==> src/rtl/seg7_pkg.sv <==
// Shared types and constants for the 7-segment scan controller and its decoder.
package seg7_pkg;

   typedef enum logic {
      SCAN_BLANK = 1'b0,
      SCAN_DRIVE = 1'b1
   } scan_state_e;

   // Active-low cathodes: all segments and the dot off.
   localparam logic [7:0] BLANK_PATTERN = 8'hFF;

endpackage

==> src/rtl/seg7.sv <==
// Hex nibble to active-low common-anode 7-segment pattern, {dot, g..a}.
module seg7 (
   input  logic [3:0] hex,
   input  logic       dot,
   output logic [7:0] seg
);

   logic [6:0] gfedcba;

   always_comb begin
      gfedcba = 7'h7F;
      case (hex)
         4'h0: gfedcba = 7'h40;
         4'h1: gfedcba = 7'h79;
         4'h2: gfedcba = 7'h24;
         4'h3: gfedcba = 7'h30;
         4'h4: gfedcba = 7'h19;
         4'h5: gfedcba = 7'h12;
         4'h6: gfedcba = 7'h02;
         4'h7: gfedcba = 7'h78;
         4'h8: gfedcba = 7'h00;
         4'h9: gfedcba = 7'h10;
         4'hA: gfedcba = 7'h08;
         4'hB: gfedcba = 7'h03;
         4'hC: gfedcba = 7'h46;
         4'hD: gfedcba = 7'h21;
         4'hE: gfedcba = 7'h06;
         4'hF: gfedcba = 7'h0E;
      endcase
   end

   assign seg = {~dot, gfedcba};

endmodule

==> src/rtl/seg7_scan_ctrl.sv <==
// Time-multiplexed scan of NUM_DIGITS common-anode digits through one shared
// decoder, with a double-buffered load port that commits at frame boundaries.
module seg7_scan_ctrl
   import seg7_pkg::*;
#(
   parameter int NUM_DIGITS   = 8,
   parameter int CLK_DIV      = 100000,
   parameter int BLANK_CYCLES = 16
) (
   input  logic                      clk,
   input  logic                      rst_n,
   input  logic [4*NUM_DIGITS-1:0]   value_i,
   input  logic [NUM_DIGITS-1:0]     dots_i,
   input  logic [NUM_DIGITS-1:0]     mask_i,
   input  logic                      load_valid_i,
   output logic                      load_ready_o,
   output logic [NUM_DIGITS-1:0]     anode_o,
   output logic [7:0]                display_o,
   output logic                      frame_tick_o
);

   localparam int CW = $clog2(CLK_DIV);
   localparam int IW = $clog2(NUM_DIGITS);
   localparam logic [CW-1:0] CNT_LAST  = CW'(CLK_DIV - 1);
   localparam logic [CW-1:0] BLANK_END = CW'(BLANK_CYCLES);
   localparam logic [IW-1:0] IDX_LAST  = IW'(NUM_DIGITS - 1);

   logic [4*NUM_DIGITS-1:0] shadow_value, act_value;
   logic [NUM_DIGITS-1:0]   shadow_dots, shadow_mask, act_dots, act_mask;
   logic                    pending;
   logic [CW-1:0]           cnt, cnt_nxt;
   logic [IW-1:0]           idx;
   scan_state_e             state;

   logic [NUM_DIGITS-1:0]   anode_p1;
   logic [7:0]              display_p1;
   logic                    tick_p1;

   logic                    slot_end, frame_end;
   logic [3:0]              cur_nibble;
   logic                    cur_dot;
   logic [7:0]              seg_code;

   always_comb begin
      slot_end   = (cnt == CNT_LAST);
      frame_end  = slot_end && (idx == IDX_LAST);
      cnt_nxt    = slot_end ? '0 : cnt + CW'(1);
      cur_nibble = act_value[{idx, 2'b00} +: 4];
      cur_dot    = act_dots[idx];
   end

   seg7 u_seg7 (
      .hex (cur_nibble),
      .dot (cur_dot),
      .seg (seg_code)
   );

   always_ff @(posedge clk) begin
      if (!rst_n) begin
         cnt          <= '0;
         idx          <= '0;
         state        <= SCAN_BLANK;
         pending      <= 1'b0;
         shadow_value <= '0;
         shadow_dots  <= '0;
         shadow_mask  <= '0;
         act_value    <= '0;
         act_dots     <= '0;
         act_mask     <= '0;
         anode_p1     <= '1;
         display_p1   <= BLANK_PATTERN;
         tick_p1      <= 1'b0;
      end else begin
         cnt   <= cnt_nxt;
         state <= (cnt_nxt < BLANK_END) ? SCAN_BLANK : SCAN_DRIVE;
         if (slot_end)
            idx <= (idx == IDX_LAST) ? '0 : idx + IW'(1);

         // A commit frees the shadow; a load arriving on that same edge sees ready low.
         if (frame_end && pending) begin
            act_value <= shadow_value;
            act_dots  <= shadow_dots;
            act_mask  <= shadow_mask;
            pending   <= 1'b0;
         end else if (load_valid_i && !pending) begin
            shadow_value <= value_i;
            shadow_dots  <= dots_i;
            shadow_mask  <= mask_i;
            pending      <= 1'b1;
         end

         // Output stage: one cycle behind {state, idx, cnt}.
         tick_p1 <= frame_end;
         if (state == SCAN_DRIVE && act_mask[idx]) begin
            anode_p1   <= ~(NUM_DIGITS'(1) << idx);
            display_p1 <= seg_code;
         end else begin
            anode_p1   <= '1;
            display_p1 <= BLANK_PATTERN;
         end
      end
   end

   assign load_ready_o = ~pending;
   assign anode_o      = anode_p1;
   assign display_o    = display_p1;
   assign frame_tick_o = tick_p1;

endmodule

==> config.mk <==
export PLATFORM = sky130hd
export DESIGN_NAME = seg7_scan_ctrl
export DESIGN_NICKNAME = d
export VERILOG_FILES = /design/src/rtl/seg7_pkg.sv /design/src/rtl/seg7.sv /design/src/rtl/seg7_scan_ctrl.sv
export SDC_FILE = /design/constraint.sdc
export NUM_CORES = 1
export LEC_CHECK = 0
export CAP_MARGIN = 20
export CORE_ASPECT_RATIO = 0.6
export CORE_UTILIZATION = 45
export CTS_CLUSTER_DIAMETER = 40
export DETAILED_ROUTE_END_ITERATION = 8
export PLACE_DENSITY = 0.67
export SLEW_MARGIN = 10
export SYNTH_ARGS = -nofsm -noshare
export SYNTH_HDL_FRONTEND = slang
export SYNTH_SLANG_ARGS = --single-unit
==> constraint.sdc <==
create_clock -name clk -period 2.8 [get_ports clk]
set_input_delay 0.56 -clock clk [delete_from_list [all_inputs] [get_ports clk]]
set_output_delay 0.56 -clock clk [all_outputs]
set_load 0.1 [all_outputs]
[Word-level counts from Yosys, hierarchy flattened]
Memory sizes are Yosys's and may differ from the RTL's. A register that Yosys moved wholly into a read port is not among the register bits.
Index checks and enable logic that the tools add are counted.
Widths: inputs -> output; s select.
Word-level totals
  register bits after elaboration: 135
  ROM bits: 112
  input port bits: 51
  output and inout port bits: 18
  word-level logic and storage cells: 43
  memories kept: 1
Operators by class
  add/sub/neg operators: 2
  magnitude comparators: 2
  eq/ne operators: 2
  shift-type cells: 2
  mux-type cells: 7
  bitwise operators: 5
  reductions and logical operators: 9
Memories
  (no name shown): words 16, width 7, rd ports 1, clocked after Yosys merged registers in 1, wr ports 0, line seg7.sv:12  | case (hex)
Operator list (count)
  $shiftx 32x6->4: 1
  $add 17x1->17 const B: 1
  $eq 17x17->1 const B: 1
  $lt 17x5->1 const B: 1
  $mux 17: 1
  $not 8->8: 1
  $shl 1x3->8 const A: 1
  $bmux 1 s3: 2
  $logic_and 1x1->1: 4
  $lt 3x4->1 const B: 1
  $not 1->1: 4
  $reduce_and 2->1: 2
  $add 3x1->3 const B: 1
  $eq 3x3->1 const B: 1
  $mux 1: 3
  $mux 3: 1
  $logic_not 1->1: 2
  $reduce_or 2->1: 1

[Depth between registers and ports, before layout]
Gate-level depths: netlist of run 1.
  depth after elaboration: 5
  depth in mapped cells: 11
  depth with buffers taken out: 9

[Cells and area by module]
Synthesis of run 1 repeated with hierarchy kept, for this count alone.
Second synthesis, totals
  cells, all modules: 657
  area total of the unflattened synthesis: 5562.8 um^2
By module, submodules not included
  seg7_scan_ctrl: times used 1, cells each 624, area an instance 5283.8 um^2, sequential area each 2702.6 um^2
  seg7: times used 1, cells each 33, area an instance 279.0 um^2, sequential area each 0.0 um^2

[Worst setup path before layout of run 1]
Ideal clock, no wire load.
  kind: reg-to-reg
  from: register idx[0]
  to: register display_p1[3], in the netlist display_o[3]
  library setup time: 0.136 ns
  arrival time: 2.175 ns
  required time: 2.664 ns
  path slack: 0.489 ns
  cell stages (with the launch flop): 10
  path buffers: 2
  period minus slack after synthesis: 2.311 ns
  cells stage by stage: dfxtp_1 buf_2 buf_2 mux4_2 nand2_1 nand2_1 ha_1 mux2_2 o21ai_0 nand2_1
Between the ends
  longest elaborated chain between the ends: 5
  elaborated cells on any way between the ends: 6
  those cells by class: 1 x shift; 2 x mux; 3 x reduce/logical
Ends and longest elaborated chain
  start: declaration: line seg7_scan_ctrl.sv:32  | logic [IW-1:0] idx;
  start signal: assignment: line seg7_scan_ctrl.sv:77  | idx <= (idx == IDX_LAST) ? '0 : idx + IW'(1);
  $bmux 1 s3: line seg7_scan_ctrl.sv:94  | if (state == SCAN_DRIVE && act_mask[idx]) begin
  $mux 1 (not written as such): line seg7_scan_ctrl.sv:94
  $logic_and 1x1->1: line seg7_scan_ctrl.sv:94
  $reduce_and 2->1 (no line)
  $logic_not 1->1 (no line)
  end: declaration: line seg7_scan_ctrl.sv:36  | logic [7:0] display_p1;
Parallel ways exist; a longest one is shown, timed or not. The select of a mux whose other input is x is not followed.
A chain may end at the register's enable or synchronous reset.

[Worst setup path after layout of run 1]
Same ends and word-level chain as after synthesis.

==> metrics.md, run 1 <==
| Metric | Value |
|---|---|
| Outcome | `completed` |
| Most Used Layer, Global Route | `met1` |
| Detailed Place HPWL | `approximately 9 mm` |
| RSZ-0062 raised after global routing | `false` |
| Post-CTS Repair Setup Buffers | `0` |
| DR vias | `4531` |
| Commonest cells post-synth | `nand2_1 (226), dfxtp_1 (135), a21boi_0 (97), clkbuf_1 (28), nor2_1 (20)` |
| Met2 global-route usage | `0.306` |
| Worst slew margin | `0.507` |
| Final setup viols | `0` |
| Gpl congestion | `between 0.8 and 0.9` |
| Hold Path Class | `reg -> reg` |
| Initial Utilization | `0.471` |
| # clock sinks | `around 140` |
| Hold slack | `between 0.4 and 0.5 ns` |
| Sw Share | `0.209` |
| R2R setup slack | `between 0.15 and 0.2 ns` |
| Combinational Power Share | `0.044` |
| Die area | `13400 um^2` |
| Synth Cell Area | `a little under 6000 um^2` |
| Max cap viols | `0` |
| Row count | `31` |
| Area delta synth->final | `23.7%` |
| Avg Vias per Cell | `around 5` |
| Yosys warns | `0` |
| GR Util met3 | `0.0457` |
| Static Leak | `2.61 nW` |
| CP Capture Type | `flop` |
| Max H-tree Level | `4` |
| # DRC | `0` |
| Register share of total power | `0.434` |
| Antenna violations before repair | `0` |
| Final Cycle Share | `0.945` |
| Total wire length | `13.2 mm` |
| Hold_buf cts | `0` |
| CTS tree | `done` |
| Worst-skew pair later-pin latency | `0.41 ns` |
| Hold depth | `2` |
| Post-route total power | `between 4 and 5 mW` |
| CTS resizes | `0` |
| Synth area leaders | `dfxtp_1 (47%), nand2_1 (15%), a21boi_0 (13%)` |
| Antenna diode count | `0` |
| CP Data Required Time | `between 3 and 4 ns` |
| WP data arrival | `2.91 ns` |
| Clk buf depth | `2` |
| Top-count cell post-synth | `nand2_1` |
| Final global-route overflow total | `0` |
| Least-Margin Pin Slew | `~0.74 ns` |
| Core Region | `roughly 12000 um^2` |
| Largest net degree at the start of global routing | `58` |
| Die Wd | `approximately 150 um` |
| Syn Area/Cell | `between 8 and 9 um^2` |
| Final Slew Violations | `0` |
| DR iter-0 viols | `between 200 and 300` |
| Power Density | `roughly 640 nW/um^2` |
| R2R cell count | `7` |
| FF-to-FF Start | `idx[0]` |
| Register area share after synthesis | `0.466` |
| Largest area contributor in the netlist | `dfxtp_1` |
| WS Path Type | `reg -> reg` |
| First-pass GRT wire length | `between 20 and 25 mm` |
| # IOs | `~70` |
| Fin area | `around 7200 um^2` |
| Cell variety after synth | `50` |
| 1st-pass router iterations | `4` |
| Ys async rst share | `0` |
| Total Routing Usage GR | `0.214` |
| GRT met1 Usage | `0.315` |
| FF+latch count, synth | `135` |
| Share of cells above drive strength 1 | `0.120` |
| Layout Skew | `~0.0064 ns` |
| Number of synthesized flops with an enable pin | `0` |
| Crit path from | `idx[0]` |
| Clock share of power | `0.522` |
| CP max FO | `12` |
| Switching Power | `~0.96 mW` |
| Routed wire per std cell | `approximately 15 um` |
| Die Y | `approximately 90 um` |
| Clk root buf | `clkbuf_16` |
| Area after DPL | `~6500 um^2` |
| Synth top area share | `0.466` |
| Fin nets | `between 700 and 800` |
| Most common flop cell mapped by yosys | `dfxtp_1` |
| Fin. Hold Viols | `0` |
| Peak VDD IR | `between 0.4 and 0.5 mV` |
| Fin crit period | `2.65 ns` |
| Final TNS setup | `0 ns` |
| Critical Path Start Type | `flop` |
| Fmax achieved | `around 0.38 GHz` |
| Reg clk slew, reported paths | `0.06 ns` |
| Syn Nets | `about 720` |
| Internal power | `between 3 and 4 mW` |
| Synthesized instance count | `about 660` |
| Biggest regs | `act_value: 32 flops, shadow_value: 32 flops, cnt: 17 flops` |
| Num CTS Buffers | `17` |
| Buffers on Ports | `68` |
| Worst Setup EP | `display_o[3]` |
| Vias in the first global route | `4380` |
| R2R Path End | `display_o[3]` |
| Antenna Nets Post-Route | `0` |
-- cells in the final DEF, fill, tap and decap left out, types with 3 or more instances in the layout --
master	Yosys	layout
nand2_1	226	226
dfxtp_1	135	135
a21boi_0	97	97
clkdlybuf4s50_1	0	49
buf_4	3	29
nor2_1	20	20
clkbuf_16	0	17
ha_1	13	13
mux4_2	12	12
xnor2_1	10	10
nand3_1	9	9
inv_1	8	8
xor2_1	7	7
mux2i_1	6	6
and3_1	5	5
nor3_1	5	5
o21ai_0	5	5
and2_1	5	5
o211ai_1	4	4
nor4_1	4	4
clkinv_2	0	4
bufinv_16	0	4
and4_1	3	3
a21oi_1	3	3
o221ai_1	3	3
nand4_1	3	3
clkbuf_8	2	3
-- layer usage --
layer / part of all wire / vias up
met3: 0.053 / 14
met2: 0.42 / 121
li1: - / 2302
met4: 0.012 / 0
met1: 0.52 / 2094
met5: 0 / -
-- stage by stage --
stage,util,setup slack [ns],std cells
6_report,0.583,0.155,890
5_1_grt,0.583,0.0749,890
4_1_cts,0.583,0.210,890
3_5_place_dp,0.531,0.239,858
3_3_place_gp,0.531,0.334,858
2_1_floorplan,-,0.489,658
-- cell families after synthesis --
| group | count (synthesis) | share of synthesized area |
|---|---|---|
| compound gates | 118 | 0.150 |
| xor+xnor | 17 | 0.0257 |
| fa+ha+maj | 13 | 0.0281 |
| buf+inv | 54 | 0.0427 |
| flops | 135 | 0.466 |
| mux | 20 | 0.0609 |
| simple gates | 301 | 0.226 |
-- power by group through the flow --
stage / clock [mW] / combinational [mW] / sequential [mW]
final: 2.40 / 0.204 / 1.99
after global placement: 0 / 0.201 / 2.03
after global routing: 2.53 / 0.227 / 2.00
after floorplan: 0 / 0.108 / 2.03
after CTS: 2.43 / 0.207 / 1.99
after detailed placement: 0 / 0.206 / 2.03
-- cell type report --
type,count,area [um^2]
tap,165,206
clock inverter,12,173
inverter,9,33.8
clock buffer,20,467
multi-input combinational,469,2850
fill,1038,5130
timing repair buffer,80,733
sequential,135,2700
-- worst max-delay path: stages (launching register included) --
cell and delay, ns:
dfxtp_1 0.71, mux4_2 0.62, nand2_1 0.10, nand2_1 0.18
ha_1 0.31, mux2_2 0.28, o21ai_0 0.21, nand2_1 0.08
-- worst min path at each step --
stage | from | endpoint | slack [ns]
2_1_floorplan | act_dots[5] | act_dots[5] | 0.43
3_3_place_gp | act_value[8] | act_value[8] | 0.45
3_5_place_dp | act_dots[5] | act_dots[5] | 0.45
4_1_cts | act_value[15] | act_value[15] | 0.46
6_report | act_value[15] | act_value[15] | 0.46
5_1_grt | act_dots[5] | act_dots[5] | 0.47
Power figures use the tool's default switching activity.
==> run 2, diff against run 1 <==
SKIP_LAST_GASP = 1   (was unset)
==> results of run 2 <==
No change in the layout: final DEF, timing and power equal those of run 1.
==> run 3, diff against run 2 <==
CORE_UTILIZATION = 43   (was 45)
PLACE_DENSITY = unset   (was 0.67)
==> run 3 against run 2 <==
Die area rose by 4.6%. Flip-flop and latch count did not move. Largest power group unchanged. Clock skew rose by 0.0010 ns.
==> metrics.md, run 3 (synthesis results as in run 1) <==
| Metric | Value |
|---|---|
| Hold Path Class | `reg -> reg` |
| Fillers | `1191 (+15%)` |
| R2R cell count | `7 (unchanged)` |
| Num CTS Buffers | `17 (unchanged)` |
| Internal power | `3.61 mW (-0.56%)` |
| Most frequent cells in the layout | `nand2_1 (226), dfxtp_1 (135), a21boi_0 (97)` |
| Die Wd | `152 um (+2.3%)` |
| CP Capture Type | `flop` |
| Antenna Nets Post-Route | `0 (unchanged)` |
| Die area | `14000 um^2 (+4.6%)` |
| Initial Utilization | `0.447 (-0.0246)` |
| Antenna diode count | `0 (unchanged)` |
| Largest net degree at the start of global routing | `49 (-16%)` |
| CP max FO | `4 (-8)` |
| Least-Margin Pin Slew | `0.573 ns (-0.164 ns)` |
| WS Path Type | `reg -> reg` |
| Clk root buf | `clkbuf_16` |
| WP data arrival | `2.71 ns (-0.20 ns)` |
| 1st-pass router iterations | `5 (+1)` |
| # IOs | `69 (unchanged)` |
| Power Density | `634 nW/um^2 (-1.1%)` |
| Worst-skew pair later-pin latency | `0.41 ns (about the same)` |
| Combinational Power Share | `0.045 (about the same)` |
| Final Cycle Share | `0.866 (-0.0787)` |
| Total Routing Usage GR | `0.200 (-0.0135)` |
| # clock sinks | `135 (unchanged)` |
| Die Y | `91.9 um (+2.2%)` |
| Avg Vias per Cell | `5.12 (+0.64%)` |
| R2R Path End | `state` |
| Fin. Hold Viols | `0 (unchanged)` |
| # DRC | `0 (unchanged)` |
| Post-CTS Repair Setup Buffers | `0 (unchanged)` |
| Total wire length | `13.1 mm (-0.30%)` |
| RSZ-0062 raised after global routing | `false` |
| Outcome | `completed` |
| Sw Share | `0.205 (-0.00419)` |
| CP Data Required Time | `3.09 ns (+0.03 ns)` |
| Routed wire per std cell | `14.7 um (-1.1%)` |
| Hold_buf cts | `0 (unchanged)` |
| Final global-route overflow total | `0 (unchanged)` |
| Register share of total power | `0.438 (+0.004)` |
| Reg clk slew, reported paths | `0.06 ns (about the same)` |
| Final Slew Violations | `0 (unchanged)` |
| Clk buf depth | `2 (unchanged)` |
| Fin area | `7170 um^2 (about the same)` |
| Most common cell after layout, fill and taps aside | `nand2_1` |
| Row count | `32 (+3.2%)` |
| First-pass GRT wire length | `22.2 mm (-0.62%)` |
| Antenna violations before repair | `0 (unchanged)` |
| Layout Skew | `0.00747 ns (+0.00104 ns)` |
| Share of cells above drive strength 1 | `0.120 (-0.000330)` |
| Fin crit period | `2.42 ns (-0.220 ns)` |
| R2R setup slack | `0.38 ns (+0.22 ns)` |
| Worst Setup EP | `state` |
| Clock share of power | `0.517 (-0.005)` |
| Final setup viols | `0 (unchanged)` |
| DR vias | `4596 (+1.4%)` |
| Biggest regs | `act_value: 32 flops, shadow_value: 32 flops, cnt: 17 flops` |
| CTS resizes | `0 (unchanged)` |
| Core Region | `13000 um^2 (+5.5%)` |
| Buffers on Ports | `68 (unchanged)` |
| Final TNS setup | `0 ns (unchanged)` |
| Vias in the first global route | `4522 (+3.2%)` |
| Fmax achieved | `0.412 GHz (+9.1%)` |
| Max cap viols | `0 (unchanged)` |
| Fin nets | `778 (+0.26%)` |
| Critical Path Start Type | `flop` |
| Max H-tree Level | `4 (unchanged)` |
| Area delta synth->final | `23.7% (about the same)` |
| Peak VDD IR | `0.365 mV (-14%)` |
| DR iter-0 viols | `198 (-32%)` |
| Crit path from | `cnt[0]` |
| Detailed Place HPWL | `9.04 mm (+0.51%)` |
| Switching Power | `0.933 mW (-3.1%)` |
| Area after DPL | `6540 um^2 (+0.13%)` |
| Static Leak | `2.61 nW (about the same)` |
| Gpl congestion | `0.929 (+3.9%)` |
| Worst slew margin | `0.618 (+0.111)` |
| Hold depth | `2 (unchanged)` |
| FF-to-FF Start | `cnt[0]` |
| CTS tree | `done` |
run 3: cell types whose count changed in the layout (fill, tap and decap cells not counted):
cell / delta
clkinv_2: -2
clkinv_4: +3
buf_12: -1
inv_6: -1
clkbuf_8: -1
clkbuf_1: +2
buf_4: +3
clkinvlp_4: -1
run 3: critical path, cell delays in order (launching register included):
cell and delay (ns):
dfxtp_1 0.41, ha_1 0.26, nand3_2 0.11, nor4_1 0.36, xnor2_1 0.20, nand2_1 0.06, or4_1 0.47, a2111o_1 0.43
run 3: worst min path at each step:
stage	start	end	slack, ns
global placement	act_value[7]	act_value[7]	0.45
global route	shadow_value[13]	shadow_value[13]	0.48
finish	act_value[12]	act_value[12]	0.46
CTS	act_value[12]	act_value[12]	0.46
floorplan	act_dots[5]	act_dots[5]	0.43
detailed placement	act_mask[5]	act_mask[5]	0.45
run 3: per-stage QoR:
stage	power, mW	hold WS [ns]	setup WS, ns	std cells	utilization
after floorplan	2.13	0.428	0.489	658	-
after global placement	2.23	0.447	0.444	865	0.504
after detailed placement	2.24	0.455	0.405	865	0.504
after CTS	4.60	0.462	0.380	897	0.553
after global routing	4.71	0.484	0.280	897	0.553
final	4.55	0.460	0.375	897	0.553
run 3: layout make-up:
cell class                      count  area (um^2)  share of cell area
Sequential cell                   135         2700               0.377
Clock inverter                     11          173              0.0241
Inverter                            9         33.8             0.00471
Timing Repair Buffer               82          736               0.103
Tap cell                          170          213              0.0297
Clock buffer                       21          460              0.0642
Multi-Input combinational cell    469         2850               0.398
run 3: power by group through the flow:
stage          logic [mW]  clock network (mW)  registers (mW)
4_1_cts             0.208                2.39            1.99
3_3_place_gp        0.201                   0            2.03
5_1_grt             0.228                2.48            2.00
6_report            0.203                2.35            1.99
2_1_floorplan       0.108                   0            2.03
3_5_place_dp        0.206                   0            2.04
run 3: routing by layer:
metal  global-route usage  up-vias  wire length [um]  share of wire
met3               0.0435       14               637          0.048
met1                0.277     2153              6790           0.52
met5                    0        -                 0              0
li1                     -     2300                 -              -
met2                0.306      129              5570           0.42
met4               0.0733        0               146          0.011
